[src/rtl/cpu_types_pkg.sv]
// Shared CPU datapath types.
//   regbits_t    : register select (5 bits, 32 registers)
//   word_t       : register word (32 bits)
//   dump_state_t : register dump sequencer states
package cpu_types_pkg;

  localparam int CPU_SEL_W  = 5;
  localparam int CPU_DATA_W = 32;

  typedef logic [CPU_SEL_W-1:0]  regbits_t;
  typedef logic [CPU_DATA_W-1:0] word_t;

  typedef enum logic [1:0] {
    IDLE = 2'd0,
    READ = 2'd1,
    SEND = 2'd2,
    DONE = 2'd3
  } dump_state_t;

endpackage

[src/rtl/regfile_dump_seq_if.sv]
// Beat stream from the register dump sequencer to a debug sink.
//   out_valid : beat available (source -> sink)
//   out_ready : sink accepts beat (sink -> source)
//   out_idx   : register index of the beat
//   out_data  : captured register value
// master = sequencer side, slave = sink side.
interface regfile_dump_seq_if #(
  parameter int SEL_W  = 5,
  parameter int DATA_W = 32
);
  logic              out_valid;
  logic              out_ready;
  logic [SEL_W-1:0]  out_idx;
  logic [DATA_W-1:0] out_data;

  modport master (output out_valid, output out_idx, output out_data, input out_ready);
  modport slave  (input out_valid, input out_idx, input out_data, output out_ready);
endinterface

[src/rtl/regfile_dump_seq.sv]
// Register file read-side dump sequencer. Walks the second read port over a
// wrap-around range first_sel..last_sel and streams (index, data) beats.
//   CLK, nRST            : clock, asynchronous active-low reset
//   start, abort         : begin a dump (IDLE only) / cancel a dump
//   first_sel, last_sel  : range bounds, latched when start is accepted
//   rsel, rdat           : register file read port 2 (combinational read)
//   busy, done           : not-IDLE flag / one-cycle end-of-dump pulse
//   dump                 : beat stream (valid/ready, idx, data)
module regfile_dump_seq
  import cpu_types_pkg::*;
#(
  parameter int NREGS  = 32,
  parameter int SEL_W  = 5,
  parameter int DATA_W = 32
) (
  input  logic              CLK,
  input  logic              nRST,
  input  logic              start,
  input  logic              abort,
  input  logic [SEL_W-1:0]  first_sel,
  input  logic [SEL_W-1:0]  last_sel,
  output logic [SEL_W-1:0]  rsel,
  input  logic [DATA_W-1:0] rdat,
  output logic              busy,
  output logic              done,
  regfile_dump_seq_if.master dump
);

  dump_state_t       state_q, state_d;
  logic [SEL_W-1:0]  idx_q, last_q, out_idx_q;
  logic [DATA_W-1:0] out_data_q;
  logic              xfer;
  logic [SEL_W-1:0]  idx_next;

  assign xfer     = (state_q == SEND) && dump.out_ready;
  assign idx_next = (idx_q == SEL_W'(NREGS - 1)) ? '0 : idx_q + 1'b1;

  always_comb begin
    state_d        = state_q;
    rsel           = '0;
    dump.out_valid = 1'b0;
    busy           = (state_q != IDLE);
    done           = 1'b0;
    case (state_q)
      IDLE: if (start) state_d = READ;
      READ: begin
        rsel    = idx_q;
        state_d = abort ? IDLE : SEND;
      end
      SEND: begin
        rsel           = idx_q;
        dump.out_valid = 1'b1;
        // abort overrides the handshake outcome; the beat itself still transfers
        if (abort)     state_d = IDLE;
        else if (xfer) state_d = (idx_q == last_q) ? DONE : READ;
      end
      DONE: begin
        done    = 1'b1;
        state_d = IDLE;
      end
      default: state_d = IDLE;
    endcase
  end

  always_ff @(posedge CLK or negedge nRST) begin
    if (!nRST) begin
      state_q    <= IDLE;
      idx_q      <= '0;
      last_q     <= '0;
      out_idx_q  <= '0;
      out_data_q <= '0;
    end else begin
      state_q <= state_d;
      case (state_q)
        IDLE: if (start) begin
          idx_q  <= first_sel;
          last_q <= last_sel;
        end
        READ: begin
          out_idx_q  <= idx_q;
          out_data_q <= rdat;
        end
        SEND: if (xfer && !abort && idx_q != last_q) idx_q <= idx_next;
        default: ;
      endcase
    end
  end

  assign dump.out_idx  = out_idx_q;
  assign dump.out_data = out_data_q;

endmodule

[src/flat_wrapper.sv]
// flat-port wrapper written by rule: the top's interface ports become plain ports
module regfile_dump_seq_flat import cpu_types_pkg::*;
#(
  parameter int NREGS  = 32,
  parameter int SEL_W  = 5,
  parameter int DATA_W = 32
)
  (CLK, nRST, start, abort, first_sel, last_sel, rsel, rdat, busy, done, dump_out_valid, dump_out_idx, dump_out_data, dump_out_ready);
  regfile_dump_seq_if #(.SEL_W(SEL_W), .DATA_W(DATA_W)) dump_i ();
  input  logic CLK;
  input  logic nRST;
  input  logic start;
  input  logic abort;
  input  logic [SEL_W-1:0] first_sel;
  input  logic [SEL_W-1:0] last_sel;
  output logic [SEL_W-1:0] rsel;
  input  logic [DATA_W-1:0] rdat;
  output logic busy;
  output logic done;
  output wire logic [$bits(dump_i.out_valid)-1:0] dump_out_valid;
  output wire logic [$bits(dump_i.out_idx)-1:0] dump_out_idx;
  output wire logic [$bits(dump_i.out_data)-1:0] dump_out_data;
  input wire logic [$bits(dump_i.out_ready)-1:0] dump_out_ready;
  assign dump_out_valid = dump_i.out_valid;
  assign dump_out_idx = dump_i.out_idx;
  assign dump_out_data = dump_i.out_data;
  assign dump_i.out_ready = dump_out_ready;
  regfile_dump_seq #(.NREGS(NREGS), .SEL_W(SEL_W), .DATA_W(DATA_W)) u_core (.CLK(CLK), .nRST(nRST), .start(start), .abort(abort), .first_sel(first_sel), .last_sel(last_sel), .rsel(rsel), .rdat(rdat), .busy(busy), .done(done), .dump(dump_i));
endmodule
[config.mk]
export PLATFORM = sky130hd
export DESIGN_NAME = regfile_dump_seq_flat
export DESIGN_NICKNAME = d
export VERILOG_FILES = /design/src/rtl/cpu_types_pkg.sv /design/src/rtl/regfile_dump_seq_if.sv /design/src/rtl/regfile_dump_seq.sv /design/src/flat_wrapper.sv
export SDC_FILE = /design/constraint.sdc
export NUM_CORES = 1
export LEC_CHECK = 0
export BUFFER_PORTS_ARGS = -buffer_cell sky130_fd_sc_hd__buf_2
export CORE_MARGIN = 2
export CORE_UTILIZATION = 40
export DETAILED_ROUTE_END_ITERATION = 12
export PLACE_DENSITY = 0.74
export SETUP_SLACK_MARGIN = 0.02
export SLEW_MARGIN = 20
export SYNTH_ARGS = -nofsm -noshare
export SYNTH_HDL_FRONTEND = slang
export SYNTH_SLANG_ARGS = --single-unit
[constraint.sdc]
create_clock -name CLK -period 3.1 [get_ports CLK]
set_clock_uncertainty 0.15 [all_clocks]
set_input_delay 0.155 -clock CLK [delete_from_list [all_inputs] [get_ports CLK]]
set_output_delay 0.155 -clock CLK [all_outputs]
set_load 0.1 [all_outputs]
==> reports/qor.json <==
{
  "worst_hold_path": {
    "hp-start": "first_sel[1]",
    "worst_min_path_class": "in2reg",
    "min_path_cells": 3,
    "worst_min_delay_path_endpoint": "u_core.idx_q[1]"
  },
  "logic_synthesis": {
    "mapped_avg_cell_area_sq_um": 14.3,
    "yosysTopAreaCell": "sky130_fd_sc_hd__dfrtp_1",
    "synth_seq_area_share_pct": 56.5,
    "synth-edff-count": 0,
    "yosys.cell_types.count": 29,
    "ys_top_cells_by_count": "sky130_fd_sc_hd__dfrtp_1, sky130_fd_sc_hd__mux2_2, sky130_fd_sc_hd__ha_1, sky130_fd_sc_hd__inv_1, sky130_fd_sc_hd__xor2_1",
    "netlist_instances": 152,
    "synth_largest_type_area_fraction_pct": 56.5,
    "ys_seq_elements": 49,
    "ys_async_sr_fraction_pct": 100,
    "post_synth_main_area_contributors": "sky130_fd_sc_hd__dfrtp_1, sky130_fd_sc_hd__mux2_2, sky130_fd_sc_hd__ha_1, sky130_fd_sc_hd__xor2_1, sky130_fd_sc_hd__mux2_4",
    "postSynthNetCount": 206,
    "synthMostInstantiatedCell": "sky130_fd_sc_hd__dfrtp_1",
    "syn_area_sq_mm": 0.00217,
    "warnings_from_yosys": 0,
    "ys.flop_type": "sky130_fd_sc_hd__dfrtp_1"
  },
  "timing": {
    "final-max-slew-violation-count": 0,
    "report.final.hold_viol_count": 0,
    "setup_tns_ps": 0,
    "period_needed_ps": 2160,
    "fmaxAchievable_mhz": 463,
    "grt_setup_unrepaired": "false",
    "hold_slack_ps": 59.3,
    "final.setup.worst_slack_ps": 940,
    "worstMarginPinSlew_ps": 923,
    "worst_slew_slack_as_a_fraction_of_its_limit_pct": 38.5,
    "report.final.setup_viol": 0,
    "post-route-period-util_pct": 69.7
  },
  "detailed_routing": {
    "route.met3.wl_microns": 416,
    "postRouteWirelength_microns": 5150,
    "detail_route.vias_per_cell": 4.76,
    "met1Wirelength_microns": 2310,
    "avgRoutedWirePerCell_microns": 14.5,
    "route.top_layer_used": "met4",
    "drcViolationCount": 0,
    "routed-via-count": 1695,
    "met2RoutedLength_microns": 2330,
    "dr.pass1.iters": 5,
    "drt-initial-drc-count": 70,
    "antenna_violating_nets_post_route": 0
  },
  "setup_path": {
    "timing.setup.critical_path_class": "reg2reg",
    "worst_r2r_path_depth": 6,
    "cp.required_ps": 3130,
    "worstReg2RegEnd": "u_core.idx_q[0]",
    "crit_path_start_kind": "flip-flop",
    "r2r-start": "u_core.state_q[0]",
    "worstPathMaxFanout": 8,
    "cp_data_arrival_time_ps": 2190,
    "endpoint_kind": "flip-flop",
    "minimum_setup_slack_among_reg_to_reg_paths_ps": 940
  },
  "grt": {
    "overflow": 0,
    "initial_antenna_violation_count": 0,
    "wire_length_of_the_first_global_routing_pass_microns": 8470,
    "globalRouteTotalUtil_pct": 17.8,
    "first_global_vias": 1788,
    "grt_start_max_net_pins": 50
  },
  "clock_network": {
    "cts_root_buffer": "sky130_fd_sc_hd__clkbuf_8",
    "number_of_setup_buffers_added_after_cts": 0,
    "clock-sinks": 49,
    "clock_insertion_delay_worst_skew_ps": 290,
    "tritoncts": "built",
    "cts_resized": 0,
    "cts-hold-fix-buffers": 39,
    "numCtsBuffers": 5,
    "clkTransAtPathRegs_ps": 80,
    "cts-htree-levels": 2,
    "cts.path.max_buffers": 2
  },
  "die": {
    "core-area_sq_mm": 0.00517,
    "rows": 26,
    "initial_core_util_pct": 41.9,
    "dieArea_sq_mm": 0.00603,
    "floorplan.die.width_microns": 77.6,
    "die_h_microns": 77.6,
    "top_level_ports": 92
  },
  "layout": {
    "antenna_cells_inserted": 0,
    "multi_input_area_sq_um": 901,
    "drive_gt1_share_pct": 51.7,
    "nFillCells": 394,
    "nNetsFinal": 339,
    "area.growth.synth_to_final_pct": 47.8,
    "seq_cell_area_sq_mm": 0.00123
  },
  "place": {
    "detailedPlace.worstSlack_ps": 967,
    "detailed_place_hpwl_microns": 3160,
    "gpl.final_weighted_congestion": 0.903,
    "port_buffers": 91
  },
  "run": {
    "timing.max_cap.violations": 0
  },
  "run_status": {
    "outcome": "complete, no violations"
  }
}
==> final cells by class <==
cell class / count / share of cell area, %
multi-input cells: 92 / 28.1
well taps: 70 / 2.73
clock buffers: 7 / 2.69
flip-flops and latches: 49 / 38.3
clock inverters: 1 / 0.937
inverters: 7 / 0.820
repair buffers: 130 / 26.5
==> flip-flops by register name, summed over array words and instances (netlist names) <==
register / cells
u_core.last_q: 5
u_core.dump.out_idx: 5
u_core.idx_q: 5
u_core.state_q: 2
u_core.dump.out_data: 32
==> critical path: stages (launching register included) <==
cell,delay (ps)
sky130_fd_sc_hd__dfrtp_1,420
sky130_fd_sc_hd__inv_1,120
sky130_fd_sc_hd__ha_1,350
sky130_fd_sc_hd__inv_1,160
sky130_fd_sc_hd__nor2_1,380
sky130_fd_sc_hd__a21oi_4,150
sky130_fd_sc_hd__mux2_4,320
==> stage by stage <==
| stage | utilization, % | cells | instance area [sq um] |
|---|---|---|---|
| after floorplan | - | 152 | 2170 |
| after global placement | 52.1 | 309 | 2700 |
| after detailed placement | 52.1 | 309 | 2700 |
| after CTS | 61.9 | 356 | 3200 |
| after global routing | 62.0 | 356 | 3210 |
| final | 62.0 | 356 | 3210 |
==> per-layer routing <==
| layer | vias up | track usage (%) |
|---|---|---|
| li1 | 803 | - |
| met1 | 804 | 22.4 |
| met2 | 80 | 29.2 |
| met3 | 8 | 5.12 |
| met4 | 0 | 6.43 |
| met5 | - | 0 |
==> placed cells by master, fill, tap and decap left out, drive strengths merged, types with 3 or more instances in the layout <==
master,n
and2,5
buf,91
clkbuf,7
dfrtp,49
dlygate4sd3,39
ha,7
inv,7
mux2,45
nand2,4
nor2,3
o2bb2ai,3
xor2,5
==> logic make-up (layout without fill, tap and decap cells) <==
group | Yosys count | count (layout) | synth area share [%]
flops | 49 | 49 | 56.5
mux | 45 | 45 | 23.7
fa+ha+maj | 7 | 7 | 4.04
xor+xnor | 5 | 5 | 2.02
buf+inv | 11 | 145 | 2.02
simple gates | 20 | 20 | 5.83
compound gates | 15 | 15 | 5.83
==> worst max-delay path by stage <==
stage | start | to | slack, ps | cells past startpoint
final | u_core.state_q[0] | u_core.idx_q[0] | 940 | 6
after detailed placement | u_core.state_q[0] | u_core.idx_q[0] | 970 | 6
after floorplan | u_core.state_q[0] | u_core.idx_q[0] | 420 | 6
after global placement | u_core.state_q[0] | u_core.idx_q[0] | 980 | 6
after global routing | u_core.state_q[0] | u_core.state_q[1] | 750 | 6
after CTS | u_core.state_q[0] | u_core.idx_q[0] | 950 | 6
Power is left out: the tool's default activity adds up to more than one toggle a clock period on the data nets, which glitch-free logic cannot reach.
